===== config.mk =====
export PLATFORM = sky130hd
export DESIGN_NAME = softmax_decision_flat
export DESIGN_NICKNAME = d
export VERILOG_FILES = /design/src/rtl/softmax_decision_if.sv /design/src/rtl/softmax_decision.sv /design/src/flat_wrapper.sv
export SDC_FILE = /design/constraint.sdc
export NUM_CORES = 1
export LEC_CHECK = 0
export CAP_MARGIN = 20
export CORE_MARGIN = 3
export CORE_UTILIZATION = 37
export DETAILED_ROUTE_END_ITERATION = 8
export PLACE_DENSITY = 0.66
export SYNTH_ARGS = -nofsm -noshare
export SYNTH_HDL_FRONTEND = slang
export SYNTH_SLANG_ARGS = --single-unit

===== constraint.sdc =====
create_clock -name clk -period 6.1 [get_ports clk]
set_input_delay 1.22 -clock clk [delete_from_list [all_inputs] [get_ports clk]]
set_output_delay 1.22 -clock clk [all_outputs]
set_load 0.02 [all_outputs]

===== src/rtl/softmax_decision_if.sv =====
// softmax_decision_if: input-sample and result handshake bundle for the softmax decision stage
interface softmax_decision_if;
    logic        in_valid;
    logic        in_ready;
    logic [31:0] prob1;
    logic [31:0] prob2;
    logic        out_valid;
    logic        out_ready;
    logic        class_id;
    logic [31:0] confidence;
    logic        low_conf;
    logic        nan_flag;
    modport master (
        output in_valid, prob1, prob2, out_ready,
        input  in_ready, out_valid, class_id, confidence, low_conf, nan_flag
    );
    modport slave (
        input  in_valid, prob1, prob2, out_ready,
        output in_ready, out_valid, class_id, confidence, low_conf, nan_flag
    );
endinterface


===== src/rtl/softmax_decision.sv =====
// softmax_decision: picks the winning class of two SPFP probabilities, flags low confidence / NaN, counts decisions
module softmax_decision #(
    parameter logic [31:0] CONF_THRESH = 32'h3F333333,
    parameter int          CNT_W       = 16
) (
    input  logic             clk,
    input  logic             reset,
    softmax_decision_if.slave bus,
    input  logic             clr_counts,
    output logic [CNT_W-1:0] count0,
    output logic [CNT_W-1:0] count1
);
    localparam logic [31:0] QNAN = 32'h7FC00000;

    function automatic logic is_nan(input logic [31:0] a);
        return a[30:23] == 8'hFF && a[22:0] != 23'd0;
    endfunction

    // sign-magnitude ordering; +0 and -0 compare equal, denormals by raw bits
    function automatic logic fgt(input logic [31:0] a, input logic [31:0] b);
        if (a[30:0] == 31'd0 && b[30:0] == 31'd0) return 1'b0;
        if (a[31] != b[31]) return !a[31];
        return a[31] ? (a[30:0] < b[30:0]) : (a[30:0] > b[30:0]);
    endfunction

    logic             valid_q, cls_q, low_q, nan_q;
    logic [31:0]      conf_q;
    logic [CNT_W-1:0] cnt0_q, cnt1_q;
    logic             valid_d, cls_d, low_d, nan_d, accept, fire;
    logic [31:0]      conf_d;
    logic [CNT_W-1:0] cnt0_d, cnt1_d;

    assign bus.in_ready   = !valid_q || bus.out_ready;
    assign accept         = bus.in_valid && bus.in_ready;
    assign fire           = valid_q && bus.out_ready;
    assign bus.out_valid  = valid_q;
    assign bus.class_id   = cls_q;
    assign bus.confidence = conf_q;
    assign bus.low_conf   = low_q;
    assign bus.nan_flag   = nan_q;
    assign count0         = cnt0_q;
    assign count1         = cnt1_q;

    // decision on the incoming sample and next state of valid and counters
    always_comb begin
        nan_d   = is_nan(bus.prob1) || is_nan(bus.prob2);
        cls_d   = !nan_d && fgt(bus.prob2, bus.prob1);
        conf_d  = nan_d ? QNAN : (cls_d ? bus.prob2 : bus.prob1);
        low_d   = nan_d || fgt(CONF_THRESH, conf_d);
        valid_d = accept || (valid_q && !bus.out_ready);
        cnt0_d  = clr_counts ? '0 :
                  (fire && !nan_q && !cls_q && cnt0_q != '1) ? cnt0_q + CNT_W'(1) : cnt0_q;
        cnt1_d  = clr_counts ? '0 :
                  (fire && !nan_q && cls_q && cnt1_q != '1) ? cnt1_q + CNT_W'(1) : cnt1_q;
    end

    // result registers load only on accept so they hold under back-pressure
    always_ff @(posedge clk or posedge reset) begin
        if (reset) begin
            valid_q <= 1'b0;
            cls_q   <= 1'b0;
            conf_q  <= '0;
            low_q   <= 1'b0;
            nan_q   <= 1'b0;
            cnt0_q  <= '0;
            cnt1_q  <= '0;
        end else begin
            valid_q <= valid_d;
            cnt0_q  <= cnt0_d;
            cnt1_q  <= cnt1_d;
            if (accept) begin
                cls_q  <= cls_d;
                conf_q <= conf_d;
                low_q  <= low_d;
                nan_q  <= nan_d;
            end
        end
    end
endmodule


===== src/flat_wrapper.sv =====
// flat-port wrapper written by rule: the top's interface ports become plain ports
module softmax_decision_flat 
#(
    parameter logic [31:0] CONF_THRESH = 32'h3F333333,
    parameter int          CNT_W       = 16
)
  (clk, reset, clr_counts, count0, count1, bus_in_valid, bus_prob1, bus_prob2, bus_out_ready, bus_in_ready, bus_out_valid, bus_class_id, bus_confidence, bus_low_conf, bus_nan_flag);
  softmax_decision_if bus_i ();
  input  logic clk;
  input  logic reset;
  input  logic clr_counts;
  output logic [CNT_W-1:0] count0;
  output logic [CNT_W-1:0] count1;
  input wire logic [$bits(bus_i.in_valid)-1:0] bus_in_valid;
  input wire logic [$bits(bus_i.prob1)-1:0] bus_prob1;
  input wire logic [$bits(bus_i.prob2)-1:0] bus_prob2;
  input wire logic [$bits(bus_i.out_ready)-1:0] bus_out_ready;
  output wire logic [$bits(bus_i.in_ready)-1:0] bus_in_ready;
  output wire logic [$bits(bus_i.out_valid)-1:0] bus_out_valid;
  output wire logic [$bits(bus_i.class_id)-1:0] bus_class_id;
  output wire logic [$bits(bus_i.confidence)-1:0] bus_confidence;
  output wire logic [$bits(bus_i.low_conf)-1:0] bus_low_conf;
  output wire logic [$bits(bus_i.nan_flag)-1:0] bus_nan_flag;
  assign bus_i.in_valid = bus_in_valid;
  assign bus_i.prob1 = bus_prob1;
  assign bus_i.prob2 = bus_prob2;
  assign bus_i.out_ready = bus_out_ready;
  assign bus_in_ready = bus_i.in_ready;
  assign bus_out_valid = bus_i.out_valid;
  assign bus_class_id = bus_i.class_id;
  assign bus_confidence = bus_i.confidence;
  assign bus_low_conf = bus_i.low_conf;
  assign bus_nan_flag = bus_i.nan_flag;
  softmax_decision #(.CONF_THRESH(CONF_THRESH), .CNT_W(CNT_W)) u_core (.clk(clk), .reset(reset), .bus(bus_i), .clr_counts(clr_counts), .count0(count0), .count1(count1));
endmodule

---- Word level (Yosys, flattened, before mapping) ----
Cells that the tools add are included.
storage, ports and cells
  register bits ........................... 68
  bits in latches ......................... 0
  RAM bits ................................ 0
  memory bits (read-only) ................. 0
  bits of input ports ..................... 69
  word-level logic and storage cells ...... 62
  memories kept ........................... 0
operators by class
  $add $sub $neg .......................... 2
  multiply operators ...................... 0
  divide/modulo/power cells ............... 0
  $lt $le $gt $ge ......................... 3
  eq/ne operators ......................... 5
  shift-type cells ........................ 0
  mux-type cells .......................... 17
  bitwise operators ....................... 0
  reductions and logical operators ........ 28
operators by type and width
  kind                     count
  $mux W16                 4
  $mux W32                 2
  $logic_not A31 Y1        2
  $reduce_bool A23 Y1      2
  $add A16 B1 Y16 const B  2
  $ne A16 B16 Y1 const B   2
  $gt A30 B31 Y1 const A   1
  $gt A31 B31 Y1           1
  $lt A31 B31 Y1           1
  $eq A8 B8 Y1 const B     2
  $logic_and A1 B1 Y1      12
  $mux W1                  11
  $logic_not A1 Y1         6
  $logic_or A1 B1 Y1       4
  $reduce_bool A2 Y1       2
  $ne A1 B1 Y1             1

---- Depth between registers and ports, before layout ----
Gate-level depths: netlist (run 1).
  depth after elaboration ................. 12
  depth in mapped cells ................... 12
  depth with buffers taken out ............ 10

---- Worst setup path after synthesis (run 1) ----
Ideal clock, no wire load.
  path type ............................... input port to flip-flop
  start point ............................. input bus_prob1[4]
  end point ............................... register u_core.conf_q[30], in the netlist u_core.bus.confidence[30]
  setup time .............................. 0.145 ns
  data arrival time ....................... 3.053 ns
  required time ........................... 5.955 ns
  path slack .............................. 2.902 ns
  cell stages on the path ................. 12
  cells stage by stage .................... inv_1 -> ha_1 -> a211oi_1 -> nor2_1 -> o31a_1 -> o41ai_1 -> a21oi_1 -> nand3b_1 -> buf_6 -> buf_12 -> mux2i_1 -> a21oi_1
on the way
  cells in the longest elaborated chain, start to end .. 7
ends and longest elaborated chain
  element                                             RTL line                                        text
  from (decl)                                         flat_wrapper.sv:15                              input wire logic [$bits(bus_i.prob1)-1:0] bus_prob1;
  $gt A31 B31 Y1 (tied with other cells)              softmax_decision.sv:23                          return a[31] ? (a[30:0] < b[30:0]) : (a[30:0] > b[30:0]);
  $mux W1 (tied with other cells) (2 in a row)        softmax_decision.sv:23
  $mux W1 / $logic_not A1 Y1 (equally long branches)  softmax_decision.sv:22, softmax_decision.sv:47
  $logic_and A1 B1 Y1                                 softmax_decision.sv:47                          cls_d = !nan_d && fgt(bus.prob2, bus.prob1);
  $mux W32                                            softmax_decision.sv:48                          conf_d = nan_d ? QNAN : (cls_d ? bus.prob2 : bus.prob1);
  $mux W32 *                                          softmax_decision.sv:48
  to (signal assigned)                                softmax_decision.sv:73                          conf_q <= conf_d;
  to (decl)                                           softmax_decision.sv:27                          logic [31:0] conf_q;
Every way passes the cells marked *; elsewhere a longest branch is shown, timed or not.
A chain may end at the register's enable or synchronous reset.

---- Worst setup path after layout (run 1) ----
  start point ............................. input bus_prob1[4]
  end point ............................... register u_core.conf_q[18], in the netlist u_core.bus.confidence[18]
The elaborated chain is that of the path after synthesis.

==> reports/qor.yml, run 1 <==
grt_pass1_wl_mm: 21.4
drv_slew: 0
tns_ns: 0
ir_drop_mv: 0.154
crit_family: "buffers and inverters"
holdPathStages: 2
hold_viol_final: 0
hold_path_class: "reg2reg"
coreArea_sq_mm: 0.0115
fin_worst_skew_ns: 0.00623
nets: 738
synth_top_cells_by_count: "68 x dfrtp_1, 63 x nor2_1, 58 x nand2_1"
fillers: 1068
yosysWarnings: 0
cts_tree: "built"
root_buffer: "clkbuf_16"
synthArstFlopShare_pct: 100
via_per_inst: 5.41
synth_top_cell_area_share_pct: 38.6
grt_use_met1_pct: 26.7
area_growth_pct: 41.5
syn_area_sq_mm: 0.00441
postSynthAreaPerCell_sq_um: 8.86
cts_max_path_buffers: 2
grt.busiest_layer: "met2"
synth_cells: 498
grtUsageTotal_pct: 20.2
worst-slew-pin-transition_ns: 0.843
grt_max_degree: 69
critPathBufInv: 3
io-pin-count: 138
critPathLaunchType: "primary input"
grt_pass1_vias: 4299
cts_inserted_buffers: 9
antenna_cells: 0
synth_edf_count: 0
power.total_w: 0.00149
use_met2_pct: 33.8
ys_types: 47
fin_util_pct: 54.2
period_needed_ns: 4.52
grt_overflow: 0
synth_most_common_cell: "dfrtp_1"
crit_path_top_delay_cell: "nand3b_1"
crit_path_end_kind: "register"
placed_cells: 767
slew_headroom_pct: 43.8
cp.required_ns: 6.27
dieArea_sq_mm: 0.0133
place_area_sq_mm: 0.00588
layout-drive-gt1-share_pct: 4.06
worstPathArrival_ns: 4.68
critPathMaxFanout: 15
cts_sinks: 68
post_drt_wl_per_cell_um: 16.7
yosysSeqAreaShare_pct: 38.6
final_cells: 784
reg2reg_depth: 8
setup_violations: 0
gr-usage-met3_pct: 3.42
drt_iter0_drc: 226
synth-seq-cells: 68
cts_hold_buf: 0
status: "finished clean"
fmax_ghz: 0.221
synth_area_leader_cell: "dfrtp_1"
htree_levels: 3
worstPathCellList: "clkdlybuf4s50_1 -> inv_1 -> ha_1 -> a211oi_1 -> nor2_1 -> o31a_1 -> o41ai_1 -> a21oi_1 -> nand3b_1 -> buf_4 -> mux2i_1 -> o21ai_0"
synth_nets: 600
die_w_um: 115
cp.depth: 12
hpwl_mm: 10.6
ctsResizeCount: 0
dr.pass1.iters: 5
critPathKind: "in2reg"
cts_setup_buffers: 0
synth_flop_cell: "dfrtp_1"
power.leakage_nw: 2.72
route.detailed.drc: 0
rsz0062_at_grt: "no"
clkLatencyLatePin_ns: 0.32
routed_wl_mm: 13.1
ant_nets: 0
antenna_found_initial: 0
finalCritPeriodShare_pct: 74.0
vias: 4240
clkTransAtPathRegs_ns: 0.06
io_buffers: 137
maxCapViolations: 0
start_util_pct: 38.3
num_rows: 39
place.gp.congestion: 0.895
final_cell_area_sq_mm: 0.00624
synth_area_leaders: "dfrtp_1 39%, ha_1 9.4%, mux2i_1 7.5%, nor2_1 5.4%, nand2_1 4.9%"
critPathMaxStageDelay_ns: 0.64
power_density_mw_per_mm2: 239
fp.dieH_um: 115
cells by family (layout without fill, tap and decap cells):
group	count (synthesis)	in the layout	share of synthesized area, %
compound gates	82	82	11.2
xor+xnor	27	27	5.36
fa+ha+maj	33	33	9.36
buf+inv	47	190	5.27
flops	68	68	38.6
mux	33	33	7.49
simple gates	208	208	22.7
through the flow:
step	worst slack, ns	hold slack [ns]
2_1_floorplan	2.90	0.583
3_3_place_gp	1.33	0.459
3_5_place_dp	1.29	0.458
4_1_cts	1.63	0.472
5_1_grt	1.37	0.516
6_report	1.58	0.465
final timing paths:
| path | from | endpoint | slack [ns] |
|---|---|---|---|
| worst max-delay path | bus_prob1[4] | u_core.bus.confidence[18] | 1.58 |
| worst min-delay path | u_core.bus.confidence[31] | u_core.bus.confidence[31] | 0.47 |
| worst max register to register | u_core.count0[8] | u_core.count0[15] | 3.79 |
| worst min register to register | u_core.bus.confidence[31] | u_core.bus.confidence[31] | 0.47 |
| max in group asynchronous | reset | u_core.count1[6] | 4.08 |
| min in group asynchronous | reset | u_core.bus.confidence[1] | 1.48 |
flip-flops by register name, indices dropped and copies added (netlist names):
name / flops
u_core.bus.class_id: 1
u_core.bus.confidence: 32
u_core.bus.low_conf: 1
u_core.bus.nan_flag: 1
u_core.bus.out_valid: 1
u_core.count0: 16
u_core.count1: 16
report_power, final:
group	switching, W	total [W]	internal (W)
clock	0.000185	0.000595	0.000410
combinational	0.000202	0.000377	0.000176
sequential	0.0000277	0.000520	0.000492
total	0.000415	0.00149	0.00108
cells in the final DEF (no fill, tap or decap), drive strengths merged, types with 4 or more instances in the layout:
master           n
nand3           16
nor3             7
nor2            63
xor2            21
mux2i           33
a21oi           28
and3             6
or3              6
buf              4
and2             5
clkdlybuf4s50  137
o21ai           28
a31oi            4
xnor2            6
inv             33
nand3b           4
nand2           58
clkbuf          10
nand4           19
o21a             4
dfrtp           68
ha              33
nor4            14
layer usage:
metal | wire length (um) | up-vias | part of all wire, %
met5 | 0 | - | 0
met4 | 297 | 0 | 2.3
met3 | 679 | 26 | 5.2
met2 | 6460 | 148 | 49
met1 | 5690 | 2017 | 43
li1 | - | 2049 | -
worst min-delay path, stage by stage, from the launching register on:
cell and delay, ns:
dfrtp_1 0.34, nand2_1 0.05, nand2_1 0.05
layout make-up:
type	instances	area, sq um	area share (%)
flip-flops and latches	68	1700	27.3
clock inverters	6	111	1.78
repair buffers	141	1410	22.6
well taps	143	179	2.87
multi-input cells	383	2480	39.7
inverters	33	124	1.98
clock buffers	10	239	3.83
No activity file was read; power rests on OpenSTA's default activity.
==> run 2, diff against run 1 <==
PLACE_DENSITY = 0.68   (was 0.66)
clock period = 3.9 ns   (was 6.1 ns; I/O delays follow)
==> run 2 against run 1 <==
Net effect:
- clock skew fell by 0.0013 ns
- combinational power rose by 59%
- clock power rose by 23%
- register-to-register slack got worse by 2.2 ns
- core utilization fell by 0.22 points
- hold slack improved by 0.0030 ns
- sequential power rose by 56%
- flip-flop and latch count did not move
- cell area fell by 0.40%
- first-iteration DRC count rose by 38%
- final cell count rose by 0.51%
- power rose by 44%
- highest routed layer unchanged
==> reports/qor.yml, run 2 (synthesis results as in run 1) <==
post_drt_wl_per_cell_um: 16.9  # was 16.7 um
tns_ns: 0  # unchanged
switching_share_pct: 30.3  # was 27.8%
drv_slew: 0  # unchanged
startpoint: "bus_prob1[13]"  # was bus_prob1[4]
crit_path_top_delay_cell: "clkdlybuf4s50_1"  # was nand3b_1
cts_sinks: 68  # unchanged
coreArea_sq_mm: 0.0115  # unchanged
worstSetupEndpoint: "u_core.bus.confidence[4]"  # was u_core.bus.confidence[18]
crit_path_end_kind: "register"  # unchanged
reg2reg_slack_ns: 1.56  # was 3.79 ns
crit_family: "buffers and inverters"  # unchanged
io-pin-count: 138  # unchanged
fillers: 1063  # was 1,068
worstPathArrival_ns: 3.54  # was 4.68 ns
wl_met1_mm: 5.77  # was 5.69 mm
slew_headroom_pct: 54.2  # was 43.8%
io_buffers: 137  # unchanged
antenna_found_initial: 0  # unchanged
critPathMaxFanout: 34  # was 15
hold_viol_final: 0  # unchanged
r2r-end: "u_core.count0[15]"  # unchanged
cts_max_path_buffers: 2  # unchanged
cts_hold_buf: 0  # unchanged
period_needed_ns: 3.33
die_w_um: 115  # unchanged
setup_violations: 0  # unchanged
rsz0062_at_grt: "no"  # unchanged
fin_worst_skew_ns: 0.00488  # was 0.00623 ns
grt_pass1_wl_mm: 21.1  # was 21.4 mm
fmax_ghz: 0.300
hpwl_mm: 10.6  # about the same
grt_max_degree: 37  # was 69
route.detailed.drc: 0  # unchanged
drt_iter0_drc: 311  # was 226
highest_layer: "met4"  # unchanged
dr.pass1.iters: 4  # was 5
grt_pass1_vias: 4221  # was 4,299
power_density_mw_per_mm2: 345  # was 239 mW/mm^2
critPathBufInv: 3  # unchanged
largest_reg_flops: 32  # unchanged
critPathLaunchType: "primary input"  # unchanged
place.gp.congestion: 0.919  # was 0.895
pwr-share-seq_pct: 37.9  # was 34.8%
hold_start: "u_core.bus.confidence[31]"  # unchanged
cp.depth: 12  # unchanged
htree_levels: 3  # unchanged
layout_commonest_cell: "clkdlybuf4s50_1"  # unchanged
worstPathCellList: "clkdlybuf4s50_1 -> inv_1 -> ha_1 -> nand4_1 -> nor3_1 -> o31a_1 -> o41ai_1 -> a21oi_1 -> nand3b_1 -> buf_12 -> mux2i_1 -> o21ai_1"  # was clkdlybuf4s50_1 -> inv_1 -> ha_1 -> a211oi_1 -> nor2_1 -> o31a_1 -> o41ai_1 -> a21oi_1 -> nand3b_1 -> buf_4 -> mux2i_1 -> o21ai_0
ir_drop_mv: 0.182  # was 0.154 mV
p_clk_share_pct: 34.1  # was 39.9%
critPathKind: "in2reg"  # unchanged
p_sw_w: 0.000649  # was 0.000415 W
fin_util_pct: 54.0  # was 54.2%
wl_met2_mm: 6.53  # was 6.46 mm
root_buffer: "clkbuf_16"  # unchanged
reg2reg_depth: 8  # unchanged
layout-drive-gt1-share_pct: 4.50  # was 4.06%
critPathMaxStageDelay_ns: 0.54  # was 0.64 ns
power.leakage_nw: 2.72  # about the same
clkTransAtPathRegs_ns: 0.05  # was 0.06 ns
routed_wl_mm: 13.3  # was 13.1 mm
cts_setup_buffers: 0  # unchanged
pwr-share-comb_pct: 27.9  # was 25.3%
holdPathStages: 2  # unchanged
ant_nets: 0  # unchanged
fp.dieH_um: 115  # unchanged
grt_overflow: 0  # unchanged
clkLatencyLatePin_ns: 0.33  # was 0.32 ns
nets: 742  # was 738
cp.required_ns: 4.11  # was 6.27 ns
cts_tree: "built"  # unchanged
via_per_inst: 5.36  # was 5.41
hold_path_class: "reg2reg"  # unchanged
area_growth_pct: 40.9  # was 41.5%
status: "finished clean"  # unchanged
dieArea_sq_mm: 0.0133  # unchanged
start_util_pct: 38.3  # unchanged
maxCapViolations: 0  # unchanged
finalCritPeriodShare_pct: 85.3
worst-slew-pin-transition_ns: 0.687  # was 0.843 ns
grtUsageTotal_pct: 19.9  # was 20.2%
dr_wl_met3_um: 730  # was 679 um
intPower_w: 0.00149  # was 0.00108 W
vias: 4227  # was 4,240
r2r-start: "u_core.count0[9]"  # was u_core.count0[8]
cts_inserted_buffers: 9  # unchanged
antenna_cells: 0  # unchanged
ctsResizeCount: 0  # unchanged
num_rows: 39  # unchanged
final_cell_mix: "137 x clkdlybuf4s50_1, 68 x dfrtp_1, 63 x nor2_1"  # unchanged
[run 2: layout make-up]
class	count	area, sq um	share of cell area [%]
flip-flops and latches	68	1700	27.4
well taps	143	179	2.88
clock inverters	5	27.5	0.443
multi-input cells	383	2480	39.9
inverters	33	124	1.99
repair buffers	145	1460	23.5
clock buffers	11	243	3.90
[run 2: worst min path at each step]
stage / endpoint
floorplan: u_core.bus.confidence[31]
global placement: u_core.bus.confidence[31]
detailed placement: u_core.bus.confidence[31]
CTS: u_core.bus.confidence[31]
global route: u_core.bus.confidence[15]
finish: u_core.bus.confidence[31]
[run 2: power groups by stage]
stage | Sequential (W) | Clock (W) | Combinational, W
floorplan | 0.000895 | 0 | 0.000230
global placement | 0.000823 | 0 | 0.000589
detailed placement | 0.000825 | 0 | 0.000598
CTS | 0.000813 | 0.000744 | 0.000600
global route | 0.000821 | 0.000776 | 0.000647
finish | 0.000813 | 0.000731 | 0.000598
[run 2: routing by layer]
layer | track usage [%] | vias to the layer above
met5 | 0 | -
met4 | 6.73 | 0
met3 | 3.58 | 21
met2 | 33.6 | 160
met1 | 25.7 | 1994
li1 | - | 2052
[run 2: worst register-to-register path: stages (launching register included)]
cell and delay, ns:
dfrtp_1 0.40, and4_1 0.24, and2_1 0.21, a41oi_2 0.34, nand4_1 0.27, nor3_1 0.41, nand2_1 0.13, xor2_1 0.16
nor2_1 0.06
[run 2: per-stage QoR]
stage	setup WS, ns	hold slack, ns	power (W)	cell area [sq um]	instances
4_1_cts	0.565	0.471	0.00216	6200	787
2_1_floorplan	1.14	0.583	0.00113	4410	498
3_3_place_gp	0.202	0.456	0.00141	5930	771
3_5_place_dp	0.203	0.459	0.00142	5930	771
5_1_grt	0.371	0.500	0.00224	6220	788
6_report	0.572	0.468	0.00214	6220	788
